## config.mk

```make
export PLATFORM = sky130hd
export DESIGN_NAME = fp_abs_max_reduce
export DESIGN_NICKNAME = d
export VERILOG_FILES = /design/src/rtl/fp_abs_max_reduce_pkg.sv /design/src/rtl/fp_mag_cmp.sv /design/src/rtl/fp_abs_max_reduce.sv
export SDC_FILE = /design/constraint.sdc
export NUM_CORES = 1
export LEC_CHECK = 0
export CORE_MARGIN = 2
export CORE_UTILIZATION = 55
export DETAILED_ROUTE_END_ITERATION = 8
export PLACE_DENSITY_LB_ADDON = 0.05
export SYNTH_ARGS = -nofsm -noshare
export SYNTH_HDL_FRONTEND = slang
export SYNTH_SLANG_ARGS = --single-unit
```

## constraint.sdc

```tcl
create_clock -name aclk -period 4.6 [get_ports aclk]
set_input_delay 0.46 -clock aclk [delete_from_list [all_inputs] [get_ports aclk]]
set_output_delay 0.46 -clock aclk [all_outputs]
set_load 0.005 [all_outputs]
```

## src/rtl/fp_abs_max_reduce_pkg.sv

```systemverilog
// Shared fp32 helpers for the fp wrapper pipeline: field widths, canonical
// qNaN, magnitude masking, NaN detection and the abs-max reducer state type.
package fp_pkg;

  localparam int unsigned FP_W   = 32;
  localparam int unsigned EXP_W  = 8;
  localparam int unsigned MANT_W = 23;

  localparam logic [FP_W-1:0] FP_QNAN = 32'h7FC00000;

  typedef enum logic {
    ACCUM,
    OUTPUT
  } absmax_state_t;

  // Clear the sign bit so the value is its magnitude.
  function automatic logic [FP_W-1:0] fp_mag(input logic [FP_W-1:0] x);
    return {1'b0, x[FP_W-2:0]};
  endfunction

  // Exponent all ones with a non-zero mantissa.
  function automatic logic fp_is_nan(input logic [FP_W-1:0] x);
    return (x[FP_W-2 -: EXP_W] == '1) && (x[MANT_W-1:0] != '0);
  endfunction

  // Exponent field zero: +/-0 or a denormal.
  function automatic logic fp_is_sub(input logic [FP_W-1:0] x);
    return (x[FP_W-2 -: EXP_W] == '0);
  endfunction

endpackage

```

## src/rtl/fp_mag_cmp.sv

```systemverilog
// Combinational compare of two fp32 magnitudes. Sign bits are ignored; the
// ordering is an unsigned compare of bits [30:0], which is exact for zeros,
// denormals, normals and +inf. NaN inputs are flagged, not ordered.
module fp_mag_cmp
  import fp_pkg::*;
(
  input  logic [FP_W-1:0] i_a,
  input  logic [FP_W-1:0] i_b,
  output logic            o_gt,
  output logic            o_eq,
  output logic            o_a_nan,
  output logic            o_b_nan
);

  logic [FP_W-1:0] w_a_mag;
  logic [FP_W-1:0] w_b_mag;

  // Magnitude ordering and NaN classification.
  always_comb begin
    w_a_mag = fp_mag(i_a);
    w_b_mag = fp_mag(i_b);
    o_gt    = (w_a_mag > w_b_mag);
    o_eq    = (w_a_mag == w_b_mag);
    o_a_nan = fp_is_nan(i_a);
    o_b_nan = fp_is_nan(i_b);
  end

endmodule

```

## src/rtl/fp_abs_max_reduce.sv

```systemverilog
// Streaming abs-max reduction: folds a packet of fp32 magnitudes into one
// result beat (max, its index, count, NaN and overflow flags).
// Optional macro FP_ABS_MAX_REDUCE_SUBNORM_FLUSH_EN flushes exp==0 inputs to +0.
module fp_abs_max_reduce
  import fp_pkg::*;
#(
  parameter  int unsigned MAX_LEN = 1024,
  localparam int unsigned IDX_W   = $clog2(MAX_LEN)
) (
  input  logic             aclk,
  input  logic             areset,
  input  logic             s_valid,
  output logic             s_ready,
  input  logic [FP_W-1:0]  s_data,
  input  logic             s_last,
  output logic             m_valid,
  input  logic             m_ready,
  output logic [FP_W-1:0]  m_data,
  output logic [IDX_W-1:0] m_index,
  output logic [IDX_W:0]   m_count,
  output logic             m_nan,
  output logic             m_ovf
);

  localparam logic [IDX_W:0]   CNT_MAX  = (IDX_W+1)'(MAX_LEN);
  localparam logic [IDX_W:0]   CNT_LAST = (IDX_W+1)'(MAX_LEN - 1);
  localparam logic [IDX_W-1:0] IDX_LAST = IDX_W'(MAX_LEN - 1);

  absmax_state_t    r_state;
  logic             r_first;
  logic [FP_W-1:0]  r_max;
  logic [IDX_W-1:0] r_idx;
  logic [IDX_W:0]   r_count;
  logic             r_nan;
  logic             r_ovf;

  logic             r_s_ready;
  logic             r_m_valid;
  logic [FP_W-1:0]  r_m_data;
  logic [IDX_W-1:0] r_m_index;
  logic [IDX_W:0]   r_m_count;
  logic             r_m_nan;
  logic             r_m_ovf;

  logic [FP_W-1:0]  w_in;
  logic             w_accept;
  logic             w_gt;
  logic             w_eq;
  logic             w_in_nan;
  logic             w_max_nan;
  logic [IDX_W-1:0] w_beat_idx;
  logic [FP_W-1:0]  w_nxt_max;
  logic [IDX_W-1:0] w_nxt_idx;
  logic [IDX_W:0]   w_nxt_count;
  logic             w_nxt_nan;
  logic             w_nxt_ovf;

  // Input magnitude as seen by the comparator.
  always_comb begin
`ifdef FP_ABS_MAX_REDUCE_SUBNORM_FLUSH_EN
    w_in = fp_is_sub(s_data) ? '0 : fp_mag(s_data);
`else
    w_in = fp_mag(s_data);
`endif
  end

  fp_mag_cmp u_cmp (
    .i_a     (w_in),
    .i_b     (r_max),
    .o_gt    (w_gt),
    .o_eq    (w_eq),
    .o_a_nan (w_in_nan),
    .o_b_nan (w_max_nan)
  );

  assign w_accept = s_valid && r_s_ready;

  // Accumulator next state for the beat currently offered.
  // The beat index is derived from the running count, so it saturates at
  // MAX_LEN-1 in step with the count saturating at MAX_LEN.
  always_comb begin
    w_beat_idx  = (r_count >= CNT_LAST) ? IDX_LAST : r_count[IDX_W-1:0];
    w_nxt_max   = r_max;
    w_nxt_idx   = r_idx;
    w_nxt_nan   = r_nan;
    w_nxt_count = (r_count == CNT_MAX) ? r_count : r_count + 1'b1;
    w_nxt_ovf   = r_ovf || (r_count == CNT_MAX);
    if (r_first) begin
      w_nxt_max   = w_in;
      w_nxt_idx   = '0;
      w_nxt_nan   = w_in_nan;
      w_nxt_count = (IDX_W+1)'(1);
      w_nxt_ovf   = 1'b0;
    end else if (!r_nan && !w_max_nan) begin
      if (w_in_nan) begin
        w_nxt_nan = 1'b1;
        w_nxt_idx = w_beat_idx;
      end else if (w_gt && !w_eq) begin
        w_nxt_max = w_in;
        w_nxt_idx = w_beat_idx;
      end
    end
  end

  // Two-state FSM: accumulate beats, then hold the registered result.
  always_ff @(posedge aclk or posedge areset) begin
    if (areset) begin
      r_state   <= ACCUM;
      r_first   <= 1'b1;
      r_max     <= '0;
      r_idx     <= '0;
      r_count   <= '0;
      r_nan     <= 1'b0;
      r_ovf     <= 1'b0;
      r_s_ready <= 1'b1;
      r_m_valid <= 1'b0;
      r_m_data  <= '0;
      r_m_index <= '0;
      r_m_count <= '0;
      r_m_nan   <= 1'b0;
      r_m_ovf   <= 1'b0;
    end else if (r_state == ACCUM) begin
      if (w_accept) begin
        r_first <= 1'b0;
        r_max   <= w_nxt_max;
        r_idx   <= w_nxt_idx;
        r_count <= w_nxt_count;
        r_nan   <= w_nxt_nan;
        r_ovf   <= w_nxt_ovf;
        if (s_last) begin
          r_state   <= OUTPUT;
          r_s_ready <= 1'b0;
          r_m_valid <= 1'b1;
          r_m_data  <= w_nxt_nan ? FP_QNAN : w_nxt_max;
          r_m_index <= w_nxt_idx;
          r_m_count <= w_nxt_count;
          r_m_nan   <= w_nxt_nan;
          r_m_ovf   <= w_nxt_ovf;
        end
      end
    end else begin
      if (m_ready) begin
        r_state   <= ACCUM;
        r_first   <= 1'b1;
        r_max     <= '0;
        r_idx     <= '0;
        r_count   <= '0;
        r_nan     <= 1'b0;
        r_ovf     <= 1'b0;
        r_s_ready <= 1'b1;
        r_m_valid <= 1'b0;
        r_m_data  <= '0;
        r_m_index <= '0;
        r_m_count <= '0;
        r_m_nan   <= 1'b0;
        r_m_ovf   <= 1'b0;
      end
    end
  end

  assign s_ready = r_s_ready;
  assign m_valid = r_m_valid;
  assign m_data  = r_m_data;
  assign m_index = r_m_index;
  assign m_count = r_m_count;
  assign m_nan   = r_m_nan;
  assign m_ovf   = r_m_ovf;

endmodule
```

Word level (Yosys, flattened, before mapping)
Cells that the tools add are included.
{"block": "totals", "regBits": 114, "in_bits": 37, "output_inout_bits": 57, "elab_cells": 95}
{"block": "op_classes", "n_addsub": 1, "n_lt_le_gt_ge": 2, "n_eq_ne": 5, "muxes": 58, "n_reduce_logical": 15}
{"cell": "$mux W32", "n": 11}
{"cell": "$mux W10", "n": 11}
{"cell": "$mux W11", "n": 8}
{"cell": "$reduce_bool A23 Y1", "n": 2}
{"cell": "$eq A31 B31 Y1", "n": 1}
{"cell": "$gt A31 B31 Y1", "n": 1}
{"cell": "$mux W1", "n": 28}
{"cell": "$eq A8 B8 Y1 const B", "n": 2}
{"cell": "$add A11 B1 Y11 const B", "n": 1}
{"cell": "$eq A11 B11 Y1 const B", "n": 1}
{"cell": "$ge A11 B10 Y1 const B", "n": 1}
{"cell": "$logic_and A1 B1 Y1", "n": 5}
{"cell": "$reduce_bool A2 Y1", "n": 2}
{"cell": "$logic_not A1 Y1", "n": 3}
{"cell": "$reduce_and A3 Y1", "n": 1}
{"cell": "$ne A2 B2 Y1 const B", "n": 1}
{"cell": "$reduce_and A2 Y1", "n": 1}
{"cell": "$logic_or A1 B1 Y1", "n": 1}

Logic depth before layout (Yosys ltp)
Gate-level depths: netlist of the first run.
{"block": "depth", "word_depth": 11, "depth_mapped": 11, "depth_no_buf": 9}

Modules after synthesis
From an unflattened synthesis of the first run, not the netlist that was laid out.
{"block": "hier_totals", "cells_unflattened": 629, "area_unflattened_um2": 6093.3}
{"mod": "fp_abs_max_reduce", "n_inst": 1, "cells_per_inst": 492, "area_per_inst_um2": 5148.7, "seq_area_each_um2": 2855.2}
{"mod": "fp_mag_cmp", "n_inst": 1, "cells_per_inst": 137, "area_per_inst_um2": 944.7, "seq_area_each_um2": 0.0}

Least setup slack after synthesis of the first run
No wires, ideal clock.
{"block": "synth_path", "path_kind": "in2reg", "startpoint": "in s_data[29]", "endpoint": "reg r_m_index[2] (netlist: m_index[2])", "setup_ns": 0.122, "arrival_time_ns": 2.407, "t_required_ns": 4.478, "path_slack_ns": 2.072, "path_stages": 9, "path_buffers": 1, "path_cell_list": "ha_1 nand4_2 nor4_4 a22oi_2 nand4_2 a31oi_2 buf_6 or4_1 a32o_1"}
{"block": "synth_via", "elab_chain_len": 10, "elab_cells_between_ends": 13, "cone_classes": "1 x order compare; 2 x eq/ne; 7 x mux; 3 x reduce/logical"}
{"item": "start, declared", "line": "fp_abs_max_reduce.sv:14", "text": "input logic [FP_W-1:0] s_data,"}
{"item": "parallel branches: the longest is 4 deep, another holds $gt A31 B31 Y1"}
{"item": "$mux W10 (*)", "line": "fp_abs_max_reduce.sv:95", "text": "if (w_in_nan) begin"}
{"item": "$mux W10 (*)", "line": "fp_abs_max_reduce.sv:94", "text": "end else if (!r_nan && !w_max_nan) begin"}
{"item": "$mux W10 (*)", "line": "fp_abs_max_reduce.sv:88", "text": "if (r_first) begin"}
{"item": "$mux W10 (*)", "line": "fp_abs_max_reduce.sv:130", "text": "if (s_last) begin"}
{"item": "$mux W10 (*)", "line": "fp_abs_max_reduce.sv:123", "text": "if (w_accept) begin"}
{"item": "$mux W10 (*)", "line": "fp_abs_max_reduce.sv:122", "text": "end else if (r_state == ACCUM) begin"}
{"item": "end signal, assigned", "line": "fp_abs_max_reduce.sv:135", "text": "r_m_index <= w_nxt_idx;"}
{"item": "end, declared", "line": "fp_abs_max_reduce.sv:40", "text": "logic [IDX_W-1:0] r_m_index;"}
Mark *: on every way between the ends. The select of a mux whose other input is x is not followed.
A chain may end at the register's enable or synchronous reset.

Final worst setup path of the first run
{"block": "layout_path", "startpoint": "in s_data[12]", "endpoint": "reg r_m_data[10] (netlist: m_data[10])"}
{"block": "layout_via", "elab_chain_len": 11, "elab_cells_between_ends": 17, "cone_classes": "1 x order compare; 1 x eq/ne; 11 x mux; 4 x reduce/logical"}
{"item": "parallel branches: the longest is 7 deep, another holds $gt A31 B31 Y1"}
{"item": "$mux W32 (*)", "line": "fp_abs_max_reduce.sv:134", "text": "r_m_data <= w_nxt_nan ? FP_QNAN : w_nxt_max;"}
{"item": "$mux W32 (*)", "line": "fp_abs_max_reduce.sv:130"}
{"item": "$mux W32 (*)", "line": "fp_abs_max_reduce.sv:123"}
{"item": "$mux W32 (*)", "line": "fp_abs_max_reduce.sv:122"}
{"item": "end signal, assigned", "line": "fp_abs_max_reduce.sv:134"}
{"item": "end, declared", "line": "fp_abs_max_reduce.sv:39", "text": "logic [FP_W-1:0] r_m_data;"}
Marks and branches as above.

==> results of run 1 <==
worst min path at each step:
stage                                       from                endpoint  slack (ns)  cells past startpoint
final                     m_count[9]$_DFFE_PP0P_  m_count[9]$_DFFE_PP0P_        0.48                      2
after global routing      m_count[3]$_DFFE_PP0P_  m_count[3]$_DFFE_PP0P_        0.50                      2
after CTS                    s_ready$_DFFE_PP1P_     s_ready$_DFFE_PP1P_        0.48                      2
after detailed placement  m_count[9]$_DFFE_PP0P_  m_count[9]$_DFFE_PP0P_        0.46                      2
after global placement    m_count[9]$_DFFE_PP0P_  m_count[9]$_DFFE_PP0P_        0.46                      2
after floorplan                r_ovf$_DFFE_PP0P_       r_ovf$_DFFE_PP0P_        0.45                      2
flip-flops by register name (all words and copies together), names as in the netlist:
signal / flops
r_state: 1
r_nan: 1
r_count: 11
m_valid: 1
m_data: 32
r_first: 1
m_count: 11
m_nan: 1
r_ovf: 1
m_index: 10
r_idx: 10
m_ovf: 1
r_max: 32
s_ready: 1
layout by cell type, fill, tap and decap left out, types with 21 or more instances in the layout:
cell / instances
ha_1: 33
a21oi_1: 23
nor3_1: 27
clkdlybuf4s50_1: 92
mux2i_1: 23
nor2_1: 28
o21ai_0: 46
inv_1: 39
a22o_1: 32
nand3_1: 21
nand2_1: 90
dfrtp_1: 112
o21ai_1: 23
where the power goes:
group / total (uW) / switching [uW] / internal [uW]
clock: 1270 / 443 / 826
combinational: 1930 / 1010 / 924
sequential: 1590 / 269 / 1320
cell type report:
class	count	area share (%)
well taps	143	2.27
clock inverters	4	0.572
flip-flops and latches	114	36.2
multi-input cells	473	39.7
clock buffers	28	6.69
inverters	40	1.94
repair buffers	102	12.6
stage by stage:
step,setup slack [ns],power [uW],instances,cell area [sq um]
floorplan,1.13,2810,667,6320
global placement,0.783,3450,872,7310
detailed placement,0.726,3520,872,7310
CTS,1.12,4810,904,7880
global route,0.918,5110,904,7880
finish,1.12,4790,904,7880
cells by family after synthesis:
group	after synthesis	share of synthesized area, %
simple gates	238	19.4
compound gates	169	18.2
flops	114	45.1
buf+inv	80	5.68
fa+ha+maj	33	6.53
mux	24	3.82
xor+xnor	9	1.25
metal layers:
metal  routed length [microns]  track usage (%)  up-vias
met5                         0                0        -
met4                       380             11.9        0
met3                       762             6.01       27
met2                      8190             45.8      158
met1                      7100             35.3     2684
li1                          -                -     2573
worst min-delay path, delay by kind of cell (launching register included):
kind	cells	cell delay [ns]
flops	1	0.35
simple gates	2	0.10
==> flow_summary.ini, run 1 <==
[place]
hpwl_microns = 11300
place_congestion = 0.876
io_buffer_count = 92

[route]
drt_iter0_markers = 436
wl_per_cell_microns = 18.2
vias = 5442
drc = 0
via_per_inst = 6.02
ant_nets = 0
wirelength_microns = 16400
first_pass_iters = 5

[synth]
yosys.area.top_type = dfrtp_1
syn_nets = 737
syn_avg_cell_area_sq_um = 9.48
syn_area_sq_um = 6320
yosys_warnings = 0
async_flop_share_pct = 100
synth_seq_area_share_pct = 45.1
synth_seq_cells = 114
synth.most_common_cell = dfrtp_1
ys.flop_type = dfrtp_1
ys_types = 57
synth_top_area_share_pct = 44.3
synthTopCellsByCount = 112 x dfrtp_1, 90 x nand2_1, 46 x o21ai_0, 40 x inv_1, 33 x ha_1
synth.area.top_cells = dfrtp_1 44%, ha_1 6.5%, nand2_1 5.3%
synth_edf_count = 0
netlist_instances = 667

[clock_network]
numCtsBuffers = 17
insertion_delay_ns = 0.42
clock_path_buffers = 2
cts_root_buf = clkbuf_16
clk_pin_slew_ns = 0.05
cts_tree = yes
clock_sinks = 114
h-tree-depth = 4
cts_setup_buffers = 0
cts_hold_buf = 0
cts_resized = 0

[finish]
ff_latch_area_sq_um = 2860
area_growth_pct = 24.6
diodes = 0
nNetsFinal = 818
final_util_pct = 69.6
drive_gt1_share_pct = 8.15
num-fill-cells = 890
multi_input_area_sq_um = 3120

[global_routing]
grt_pass1_vias = 5493
antenna_found_initial = 0
grt_pass1_wl_microns = 27500
grt_remaining_overflow = 0
grt_max_degree = 85
grt_util_all_layers_pct = 27.7

[worst_setup_path]
cpMaxStageDelayCell = a41oi_4
worst_r2r_path_depth = 10
cp_data_arrival_time_ns = 3.77
r2r_slack_ns = 1.23
cp.depth = 10
end_kind = flop
path_cells = clkdlybuf4s50_1, ha_1, nand4_1, nor3_1, nand4_2, and2_4, a41oi_4, buf_4, mux2i_1, o21ai_1
worst-path-buf-inv = 2
rr_endpoint = m_data[10]$_DFFE_PP0P_
required_ns = 4.89
crit_path_start_kind = input pin
worstPathMaxFanout = 25
r2r-start = r_max[13]$_DFFE_PP0P_
worstSetupEndpoint = m_data[10]$_DFFE_PP0P_
startpoint = s_data[12]
cp_top_family = simple AND/OR/NAND/NOR gates
crit_type = in2reg
crit_path_max_incr_delay_ns = 0.74

[min_path]
hp-class = reg2reg

[run_status]
status = complete, no violations

[sta]
fin_setup_tns_ns = 0
setup_viol = 0
fin_crit_sh_pct = 75.7
rsz0062_at_grt = no
fin_skew_ns = 0.00842
hold_ws_ns = 0.475
max_freq_mhz = 287
finalHoldViolations = 0
maxSlewViolCount = 0
fin_crit_ns = 3.48
timing.slew.headroom_pct = 30.6
worst_slew_pin_slew_ns = 1.04

[die]
core_area_sq_um = 11300
die_height_microns = 111
ios = 94
die_area_sq_um = 12400
fp.dieW_microns = 111
core.rowCount = 39
initial_core_util_pct = 55.9

[pwr]
power_density_nw_per_um2 = 608
peakVddDrop_v = 0.000387
p_leak_uw = 0.00348

[run]
maxCapViolCount = 0
(Power assumes the default switching activity.)
==> run 2, diff against run 1 <==
==> constraint.sdc (replaced) <==
create_clock -name aclk -period 3.4 [get_ports aclk]
set_input_delay 0.34 -clock aclk [delete_from_list [all_inputs] [get_ports aclk]]
set_output_delay 0.34 -clock aclk [all_outputs]
set_load 0.005 [all_outputs]
==> flow_summary.ini, run 2 (synthesized netlist as in run 1, its figures left out) <==
[run_status]
status = complete, no violations

[place]
place_congestion = 0.846
hpwl_microns = 11500
io_buffer_count = 92

[clock_network]
cts_setup_buffers = 0
clock_path_buffers = 2
cts_hold_buf = 0
clk_pin_slew_ns = 0.06
h-tree-depth = 4
insertion_delay_ns = 0.42
cts_root_buf = clkbuf_16
cts_resized = 0
clock_sinks = 114
cts_tree = yes
numCtsBuffers = 17

[pwr]
peakVddDrop_v = 0.000547
p_switching_uw = 2350
p_leak_uw = 0.00354
combPwrFrac_pct = 42.2
power.internal_uw = 4150
power_frac_seq_pct = 32.9
total_power_uw = 6500
power.share.switching_pct = 36.2
power_density_nw_per_um2 = 814
p_clk_share_pct = 24.9

[worst_setup_path]
cpMostUsedCell = a211oi_1
crit_path_max_incr_delay_ns = 0.41
cp_data_arrival_time_ns = 3.19
worstPathMaxFanout = 15
required_ns = 3.69
crit_type = reg2reg
crit_path_start_kind = flop
cpMaxStageDelayCell = a211oi_1
end_kind = flop
path_cells = inv_1, ha_1, a211oi_1, nor2_1, a211oi_1, nand4_2, a41oi_4, buf_4, mux2i_1, o21ai_1

[global_routing]
grt_pass1_wl_microns = 27500
grt_remaining_overflow = 0
antenna_found_initial = 0
grt_pass1_vias = 5515
grt_util_all_layers_pct = 27.7
grt_max_degree = 67

[die]
fp.dieW_microns = 111
die_area_sq_um = 12400
core.rowCount = 39
core_area_sq_um = 11300
initial_core_util_pct = 55.9
ios = 94
die_height_microns = 111

[route]
ant_nets = 0
drt_iter0_markers = 407
via_per_inst = 5.99
first_pass_iters = 5
drc = 0
wirelength_microns = 16500
vias = 5482
wl_per_cell_microns = 18.0

[min_path]
hp-class = in2async

[finish]
drive_gt1_share_pct = 9.46
nNetsFinal = 829
area_growth_pct = 26.3
diodes = 0
num-fill-cells = 918
final_common_cell = dfrtp_1
final_cell_mix = 112 x dfrtp_1, 92 x clkdlybuf4s50_1, 90 x nand2_1

[sta]
worst_slew_pin_slew_ns = 1.06
fin_setup_tns_ns = 0
fin_crit_sh_pct = 85.3
max_freq_mhz = 345
timing.slew.headroom_pct = 29.4
fin_crit_ns = 2.90
maxSlewViolCount = 0
setup_viol = 0
finalHoldViolations = 0
rsz0062_at_grt = no
fin_skew_ns = 0.0104

[run]
maxCapViolCount = 0
-- run 2: final timing paths --
kind	start	to	slack [ns]	cells after the start
max in group asynchronous	areset	r_count[9]$_DFFE_PP0P_	2.26	3
setup reg to reg	r_max[28]$_DFFE_PP0P_	m_data[5]$_DFFE_PP0P_	0.50	10
min in group aclk	m_count[6]$_DFFE_PP0P_	m_count[6]$_DFFE_PP0P_	0.48	2
hold reg to reg	m_count[6]$_DFFE_PP0P_	m_count[6]$_DFFE_PP0P_	0.48	2
hold / removal	areset	m_index[1]$_DFFE_PP0P_	0.36	2
setup / recovery	r_max[28]$_DFFE_PP0P_	m_data[5]$_DFFE_PP0P_	0.50	10
-- run 2: routing by layer --
layer | GRT usage, % | routed length (microns) | vias to the layer above | part of all wire [%]
li1 | - | - | 2591 | -
met4 | 11.9 | 471 | 0 | 2.9
met2 | 45.1 | 8070 | 187 | 49
met5 | 0 | 0 | - | 0
met3 | 7.16 | 757 | 40 | 4.6
met1 | 35.0 | 7190 | 2664 | 44
-- run 2: cell type report --
type                    instances  area, sq um  share of cell area, %
well taps                     143          179                   2.24
repair buffers                113         1140                   14.3
multi-input cells             473         3120                   39.1
inverters                      40          153                   1.91
flip-flops and latches        114         2860                   35.7
clock inverters                 5         25.0                  0.313
clock buffers                  27          513                   6.42
-- run 2: per-stage QoR --
step	utilization, %	cell area [sq um]	cells	worst slack [ns]	hold WS, ns
6_report	70.6	7990	915	0.499	0.363
5_1_grt	70.6	7990	915	0.349	0.428
4_1_cts	70.6	7990	915	0.514	0.384
3_5_place_dp	65.8	7450	883	0.187	0.456
3_3_place_gp	65.8	7450	883	0.139	0.455
2_1_floorplan	-	6320	667	0.0476	0.448
-- run 2: worst max-delay path: cells and delay by family, from the launching register on --
family | cells | cell delay (ns)
adder cells (fa/ha/maj) | 1 | 0.32
flip-flops | 1 | 0.39
AO/OA/AOI/OAI | 4 | 1.03
buffers and inverters | 2 | 0.42
multiplexers | 1 | 0.24
AND/OR/NAND/NOR | 2 | 0.36
-- run 2: power by group through the flow --
stage	Clock (uW)	Combinational (uW)	Sequential, uW
4_1_cts	1630	2750	2130
6_report	1620	2740	2140
5_1_grt	1700	3020	2190
2_1_floorplan	0	1720	2080
3_5_place_dp	0	2730	2150
3_3_place_gp	0	2650	2120
